`config.mk`:
```
export PLATFORM = sky130hd
export DESIGN_NAME = debug_port_uart_tx
export DESIGN_NICKNAME = d
export VERILOG_FILES = /design/src/rtl/debug_port_uart_tx.sv
export SDC_FILE = /design/constraint.sdc
export NUM_CORES = 1
export LEC_CHECK = 0
export CORE_ASPECT_RATIO = 1.1
export CORE_MARGIN = 2
export CORE_UTILIZATION = 50
export CTS_CLUSTER_SIZE = 24
export DETAILED_ROUTE_END_ITERATION = 12
export GPL_TIMING_DRIVEN = 0
export PLACE_DENSITY = 0.85
export SKIP_LAST_GASP = 1
export SYNTH_ARGS = -nofsm -noshare
export SYNTH_HDL_FRONTEND = slang
export SYNTH_SLANG_ARGS = --single-unit
```
`constraint.sdc`:
```
create_clock -name clk -period 6.8 [get_ports clk]
set_input_delay 1.36 -clock clk [delete_from_list [all_inputs] [get_ports clk]]
set_output_delay 1.36 -clock clk [all_outputs]
set_load 0.1 [all_outputs]
```
`src/rtl/debug_port_uart_tx.sv`:
```
// debug_port_uart_tx
// Snapshots the seven 8-bit CPU debug ports on a trigger and sends them to the
// host debugger as one 8N1 UART packet (LSB first): SYNC_BYTE, then port1..7.
// Optional feature macro: DEBUG_TX_CHECKSUM_EN appends a ninth byte holding
// the XOR of the seven captured port bytes (SYNC_BYTE excluded).
//
// Ports:
//   clk                 system clock
//   reset               asynchronous, active-high reset
//   trigger             packet request, level-sampled, accepted only while idle
//   debug_port1..7 [7:0] packet payload bytes, captured on acceptance
//   uart_tx             serial line, idle high
//   busy                packet in progress
//   done                one-cycle pulse when the final stop bit completes
module debug_port_uart_tx #(
  parameter int unsigned CLKS_PER_BIT = 434,
  parameter logic [7:0]  SYNC_BYTE    = 8'hA5
) (
  input  logic       clk,
  input  logic       reset,
  input  logic       trigger,
  input  logic [7:0] debug_port1,
  input  logic [7:0] debug_port2,
  input  logic [7:0] debug_port3,
  input  logic [7:0] debug_port4,
  input  logic [7:0] debug_port5,
  input  logic [7:0] debug_port6,
  input  logic [7:0] debug_port7,
  output logic       uart_tx,
  output logic       busy,
  output logic       done
);

  localparam int unsigned     CNT_W   = 16;
  localparam logic [CNT_W-1:0] CNT_MAX = CNT_W'(CLKS_PER_BIT - 1);
`ifdef DEBUG_TX_CHECKSUM_EN
  localparam logic [3:0] LAST_IDX = 4'd8;
`else
  localparam logic [3:0] LAST_IDX = 4'd7;
`endif

  typedef enum logic [1:0] {IDLE, START, DATA, STOP} state_t;

  state_t           r_state;
  logic [CNT_W-1:0] r_cnt;
  logic [2:0]       r_bit;
  logic [3:0]       r_byte_idx;
  logic [7:0]       r_cur;
  logic [7:0]       r_shadow [7];
  logic             r_tx;
  logic             r_busy;
  logic             r_done;
`ifdef DEBUG_TX_CHECKSUM_EN
  logic [7:0]       r_csum;
`endif

  logic       w_wrap;
  logic [7:0] w_next_byte;

  assign w_wrap  = (r_cnt == CNT_MAX);
  assign uart_tx = r_tx;
  assign busy    = r_busy;
  assign done    = r_done;

  // Byte following the one just sent; r_byte_idx is the index of the sent byte
  // (0 = sync), so it directly selects the next shadow entry.
  always_comb begin
    w_next_byte = r_shadow[0];
    case (r_byte_idx)
      4'd0:    w_next_byte = r_shadow[0];
      4'd1:    w_next_byte = r_shadow[1];
      4'd2:    w_next_byte = r_shadow[2];
      4'd3:    w_next_byte = r_shadow[3];
      4'd4:    w_next_byte = r_shadow[4];
      4'd5:    w_next_byte = r_shadow[5];
      4'd6:    w_next_byte = r_shadow[6];
`ifdef DEBUG_TX_CHECKSUM_EN
      4'd7:    w_next_byte = r_csum;
`endif
      default: w_next_byte = r_shadow[0];
    endcase
  end

  // Packet FSM with baud counter; all outputs registered here.
  always_ff @(posedge clk or posedge reset) begin
    if (reset) begin
      r_state    <= IDLE;
      r_cnt      <= '0;
      r_bit      <= '0;
      r_byte_idx <= '0;
      r_cur      <= '0;
      r_tx       <= 1'b1;
      r_busy     <= 1'b0;
      r_done     <= 1'b0;
      for (int i = 0; i < 7; i++) r_shadow[i] <= '0;
`ifdef DEBUG_TX_CHECKSUM_EN
      r_csum     <= '0;
`endif
    end else begin
      r_done <= 1'b0;
      // Every non-idle state spends exactly CLKS_PER_BIT cycles per bit.
      if (r_state != IDLE) r_cnt <= w_wrap ? '0 : r_cnt + CNT_W'(1);

      case (r_state)
        IDLE: begin
          if (trigger) begin
            r_shadow[0] <= debug_port1;
            r_shadow[1] <= debug_port2;
            r_shadow[2] <= debug_port3;
            r_shadow[3] <= debug_port4;
            r_shadow[4] <= debug_port5;
            r_shadow[5] <= debug_port6;
            r_shadow[6] <= debug_port7;
`ifdef DEBUG_TX_CHECKSUM_EN
            r_csum      <= debug_port1 ^ debug_port2 ^ debug_port3 ^ debug_port4 ^
                           debug_port5 ^ debug_port6 ^ debug_port7;
`endif
            r_cur       <= SYNC_BYTE;
            r_byte_idx  <= '0;
            r_bit       <= '0;
            r_cnt       <= '0;
            r_busy      <= 1'b1;
            r_tx        <= 1'b0;
            r_state     <= START;
          end
        end
        START: begin
          if (w_wrap) begin
            r_bit   <= '0;
            r_tx    <= r_cur[0];
            r_state <= DATA;
          end
        end
        DATA: begin
          if (w_wrap) begin
            if (r_bit == 3'd7) begin
              r_tx    <= 1'b1;
              r_state <= STOP;
            end else begin
              r_bit <= r_bit + 3'd1;
              r_tx  <= r_cur[3'(r_bit + 3'd1)];
            end
          end
        end
        STOP: begin
          if (w_wrap) begin
            if (r_byte_idx == LAST_IDX) begin
              r_busy  <= 1'b0;
              r_done  <= 1'b1;
              r_state <= IDLE;
            end else begin
              // Next start bit follows immediately: no inter-byte gap.
              r_byte_idx <= r_byte_idx + 4'd1;
              r_cur      <= w_next_byte;
              r_tx       <= 1'b0;
              r_state    <= START;
            end
          end
        end
        default: r_state <= IDLE;
      endcase
    end
  end

endmodule

```
==> flow_summary.toml <==
[status]
status = "completed"

[die]
die_w_um = 95.0
fp.dieArea_sq_um = 9890
std_cell_rows = 36
floorplan.initialDensity_pct = 51.3
num_io_pins = 62
dieHeight_um = 104
core_sq_um = 8870

[yosys]
synth-edff-count = 0
synth-compound-area-share_pct = 14.7
synth-adder-area-share_pct = 3.30
post_synth_mux_area_share_pct = 16.6
synth_top_family_by_area = "multiplexers"
post_synth_and_or_nand_nor_area_fraction_pct = 11.4
synth.net_count = 473
synthFlopType = "sky130_fd_sc_hd__dfrtp_1"
yosysUniqueCellTypes = 52
proportion_of_synthesized_chip_area_in_sequential_cells_pct = 50.6
synth_area_sq_um = 4560
postSynthAreaPerCell_sq_um = 11.3
ys_ff_latch = 92
synth-warning-count = 0
syn-instance-count = 402
async_flop_share_pct = 100
synth_xor_area_share_pct = 0.192

[critical_path]
timing.reg2reg.worst_path_depth = 6
worst_r2r_startpoint = "r_state[0]$_DFFE_PP0P_"
ff2ff_setup_slack_ns = 4.22
worstSetupStartpointType = "flop"
worstPathArrival_ns = 2.04
r2r_end = "r_shadow[43]$_DFFE_PP0P_"
data_required_time_of_the_worst_path_ns = 5.44
critical_path_cell_by_cell = "clkdlybuf4s50_1"
slowest_delay_ns = 1.12
path_buf_inv = 1
worstSetupEndpointType = "output pin"
cp_max_fo = 2
cpLargestDelayFamily = "buffers and inverters"
critical-path-slowest-cell = "sky130_fd_sc_hd__clkdlybuf4s50_1"
criticalPathCategory = "reg2out"

[power_and_ir_drop]
power.density_cell_area_nw_per_um2 = 176
p_leak_nw = 2.44
vdd_ir_drop_max_mv = 0.131

[clock_tree]
clkSinkCount = 92
clockRootBuffer = "sky130_fd_sc_hd__clkbuf_8"
tritoncts = "built"
cts_htree_levels = 3
clock_transition_at_the_register_clock_pins_on_the_worst_setup_and_hold_paths_after_cts_ns = 0.09
cts_repair_resize_count = 0
maximum_number_of_buffers_from_clock_root_to_sink = 2
cts.hold.buffers_added = 0
cts_post_setup_buffers_inserted = 0
total_cts_buffers = 9
clkLatencyLatePin_ns = 0.38

[drt]
drt_iter0_markers = 282
number_of_antenna_violating_nets_in_the_routed_design = 0
number_of_search_and_repair_iterations_in_the_first_detailed_routing_pass = 7
detail_route.drc_violations = 0
via_per_inst = 6.01
detail_route.wl_per_cell_um = 17.9
route.final.wire_length_um = 10600
dr_total_vias = 3561

[min_path]
holdCritPathClass = "reg2reg"
worstHoldEndpoint = "uart_tx$_DFFE_PP1P_"
holdPathStages = 2
worst_hold_startpoint = "uart_tx$_DFFE_PP1P_"

[layout]
multiInputGateArea_sq_um = 2110
register_area_sq_um = 2300
design.final.nets = 546
share_of_cells_above_drive_strength_1_pct = 17.5
antenna_cells_inserted = 0
num-fill-cells = 668
area.growth.synth_to_final_pct = 21.4
final_cells = 593

[global_route]
grt_first_pass_wirelength_um = 18300
first_global_vias = 3772
overflow = 0
grt_start_max_net_pins = 51
antenna_found_initial = 0
track_usage_pct = 23.8

[timing]
report.final.slew_viol_count = 0
min_period_ns = 3.40
grt_setup_unrepaired = "no"
finalSetupViolations = 0
measured_slew_at_the_worst_slew_check_pin_ns = 0.960
finalClockSkew_ns = 0.00857
maxSlewHeadroom_pct = 35.8
report.final.hold_viol_count = 0
fmax_mhz = 295
final.period_utilization_pct = 49.9
setup_total_negative_slack_ns = 0

[place]
placement.io_buffers = 61
dpl.cell_count = 578
post-dp-hpwl_um = 7790
finalWeightedCongestion = 0.853

[run]
drv_cap = 0
[per-stage QoR]
step	instance area [sq um]	hold WS, ns	power, mW	setup slack, ns	utilization [%]
global placement	5310	0.464	0.603	1.76	59.8
floorplan	4560	0.445	0.566	3.05	-
global route	5530	0.520	1.00	3.34	62.3
CTS	5530	0.489	0.976	3.39	62.3
finish	5530	0.485	0.972	3.40	62.3
detailed placement	5330	0.470	0.605	3.17	60.1
[placed cells by master, fill, tap and decap left out, types with 6 or more instances in the layout]
| cell type | n |
|---|---|
| sky130_fd_sc_hd__a211oi_1 | 6 |
| sky130_fd_sc_hd__a21oi_1 | 13 |
| sky130_fd_sc_hd__a222oi_1 | 11 |
| sky130_fd_sc_hd__a22o_1 | 6 |
| sky130_fd_sc_hd__a22oi_1 | 6 |
| sky130_fd_sc_hd__clkbuf_1 | 21 |
| sky130_fd_sc_hd__clkbuf_8 | 10 |
| sky130_fd_sc_hd__clkdlybuf4s50_1 | 61 |
| sky130_fd_sc_hd__dfrtp_1 | 91 |
| sky130_fd_sc_hd__ha_1 | 12 |
| sky130_fd_sc_hd__inv_1 | 12 |
| sky130_fd_sc_hd__mux2_2 | 58 |
| sky130_fd_sc_hd__mux2i_1 | 6 |
| sky130_fd_sc_hd__nand2_1 | 24 |
| sky130_fd_sc_hd__nand3_1 | 10 |
| sky130_fd_sc_hd__nor2_1 | 15 |
| sky130_fd_sc_hd__nor2b_1 | 7 |
| sky130_fd_sc_hd__nor3_1 | 8 |
| sky130_fd_sc_hd__o21ai_0 | 28 |
| sky130_fd_sc_hd__or3_1 | 6 |
[metal layers]
| layer | up-vias | global-route usage [%] | part of all wire (%) |
|---|---|---|---|
| li1 | 1639 | - | - |
| met1 | 1770 | 29.6 | 41 |
| met2 | 126 | 39.9 | 52 |
| met3 | 26 | 3.62 | 4.2 |
| met4 | 0 | 11.4 | 3.5 |
| met5 | - | 0 | 0 |
[sequential cells by signal, indices dropped and copies added (netlist names)]
| register | flops |
|---|---|
| busy | 1 |
| r_byte_idx | 4 |
| uart_tx | 1 |
| done | 1 |
| r_cur | 8 |
| r_bit | 3 |
| r_state | 2 |
| r_cnt | 16 |
| r_shadow | 56 |
[cell usage after synthesis, types with 3 or more instances]
cell type / count / area, sq um
sky130_fd_sc_hd__clkbuf_1: 21 / 78.8
sky130_fd_sc_hd__a31oi_1: 5 / 31.3
sky130_fd_sc_hd__nand3_1: 10 / 50.1
sky130_fd_sc_hd__a21o_1: 3 / 22.5
sky130_fd_sc_hd__inv_1: 13 / 48.8
sky130_fd_sc_hd__dfrtp_1: 91 / 2280
sky130_fd_sc_hd__and2_1: 5 / 31.3
sky130_fd_sc_hd__a22o_1: 6 / 52.6
sky130_fd_sc_hd__a311oi_1: 3 / 26.3
sky130_fd_sc_hd__a22oi_1: 6 / 45.0
sky130_fd_sc_hd__nor2b_1: 7 / 43.8
sky130_fd_sc_hd__o21ai_0: 28 / 140
sky130_fd_sc_hd__mux2_2: 58 / 653
sky130_fd_sc_hd__nor2_1: 15 / 56.3
sky130_fd_sc_hd__mux2i_1: 6 / 60.1
sky130_fd_sc_hd__ha_1: 12 / 150
sky130_fd_sc_hd__or3_1: 6 / 37.5
sky130_fd_sc_hd__nand2_1: 24 / 90.1
sky130_fd_sc_hd__a21oi_1: 13 / 65.1
sky130_fd_sc_hd__buf_2: 3 / 15.0
sky130_fd_sc_hd__a222oi_1: 11 / 110
sky130_fd_sc_hd__nand4_1: 5 / 31.3
sky130_fd_sc_hd__and3_1: 4 / 25.0
sky130_fd_sc_hd__a211oi_1: 6 / 45.0
sky130_fd_sc_hd__nor3_1: 8 / 40.0
[tightest hold or removal path, cell delays in order (launching register included)]
cell and delay, ns:
sky130_fd_sc_hd__dfstp_2 0.38, sky130_fd_sc_hd__nand2_1 0.04, sky130_fd_sc_hd__o21ai_0 0.07
[how the worst max path moves through the flow]
stage,from,to,slack [ns],cells past startpoint
detailed placement,trigger,r_shadow[44]$_DFFE_PP0P_,3.17,5
global route,uart_tx$_DFFE_PP1P_,uart_tx,3.34,1
global placement,reset,r_shadow[12]$_DFFE_PP0P_,1.76,2
finish,uart_tx$_DFFE_PP1P_,uart_tx,3.40,1
CTS,uart_tx$_DFFE_PP1P_,uart_tx,3.39,1
floorplan,reset,busy$_DFFE_PP0P_,3.05,1
[layout make-up]
| type | count | area share (%) |
|---|---|---|
| buffer | 25 | 1.76 |
| clock buffer | 10 | 2.49 |
| clock inverter | 5 | 1.11 |
| inverter | 13 | 0.928 |
| multi-input combinational | 272 | 38.1 |
| sequential | 92 | 41.7 |
| tap | 114 | 2.58 |
| timing repair buffer | 62 | 11.4 |
[report_power, final]
group          switching (mW)  leakage (nW)  internal [mW]
Clock                   0.200        0.0910          0.179
Sequential                  0          1.22          0.547
Combinational          0.0160          1.13         0.0306
Total                   0.216          2.44          0.756
[kinds of logic (layout without fill, tap and decap cells)]
logic type | after synthesis | in the layout
multiplexers | 66 | 66
adder cells (fa/ha/maj) | 12 | 12
buffers and inverters | 38 | 115
AO/OA/AOI/OAI | 97 | 97
flip-flops | 92 | 92
AND/OR/NAND/NOR | 96 | 96
XOR/XNOR | 1 | 1
(Power assumes the default switching activity.)
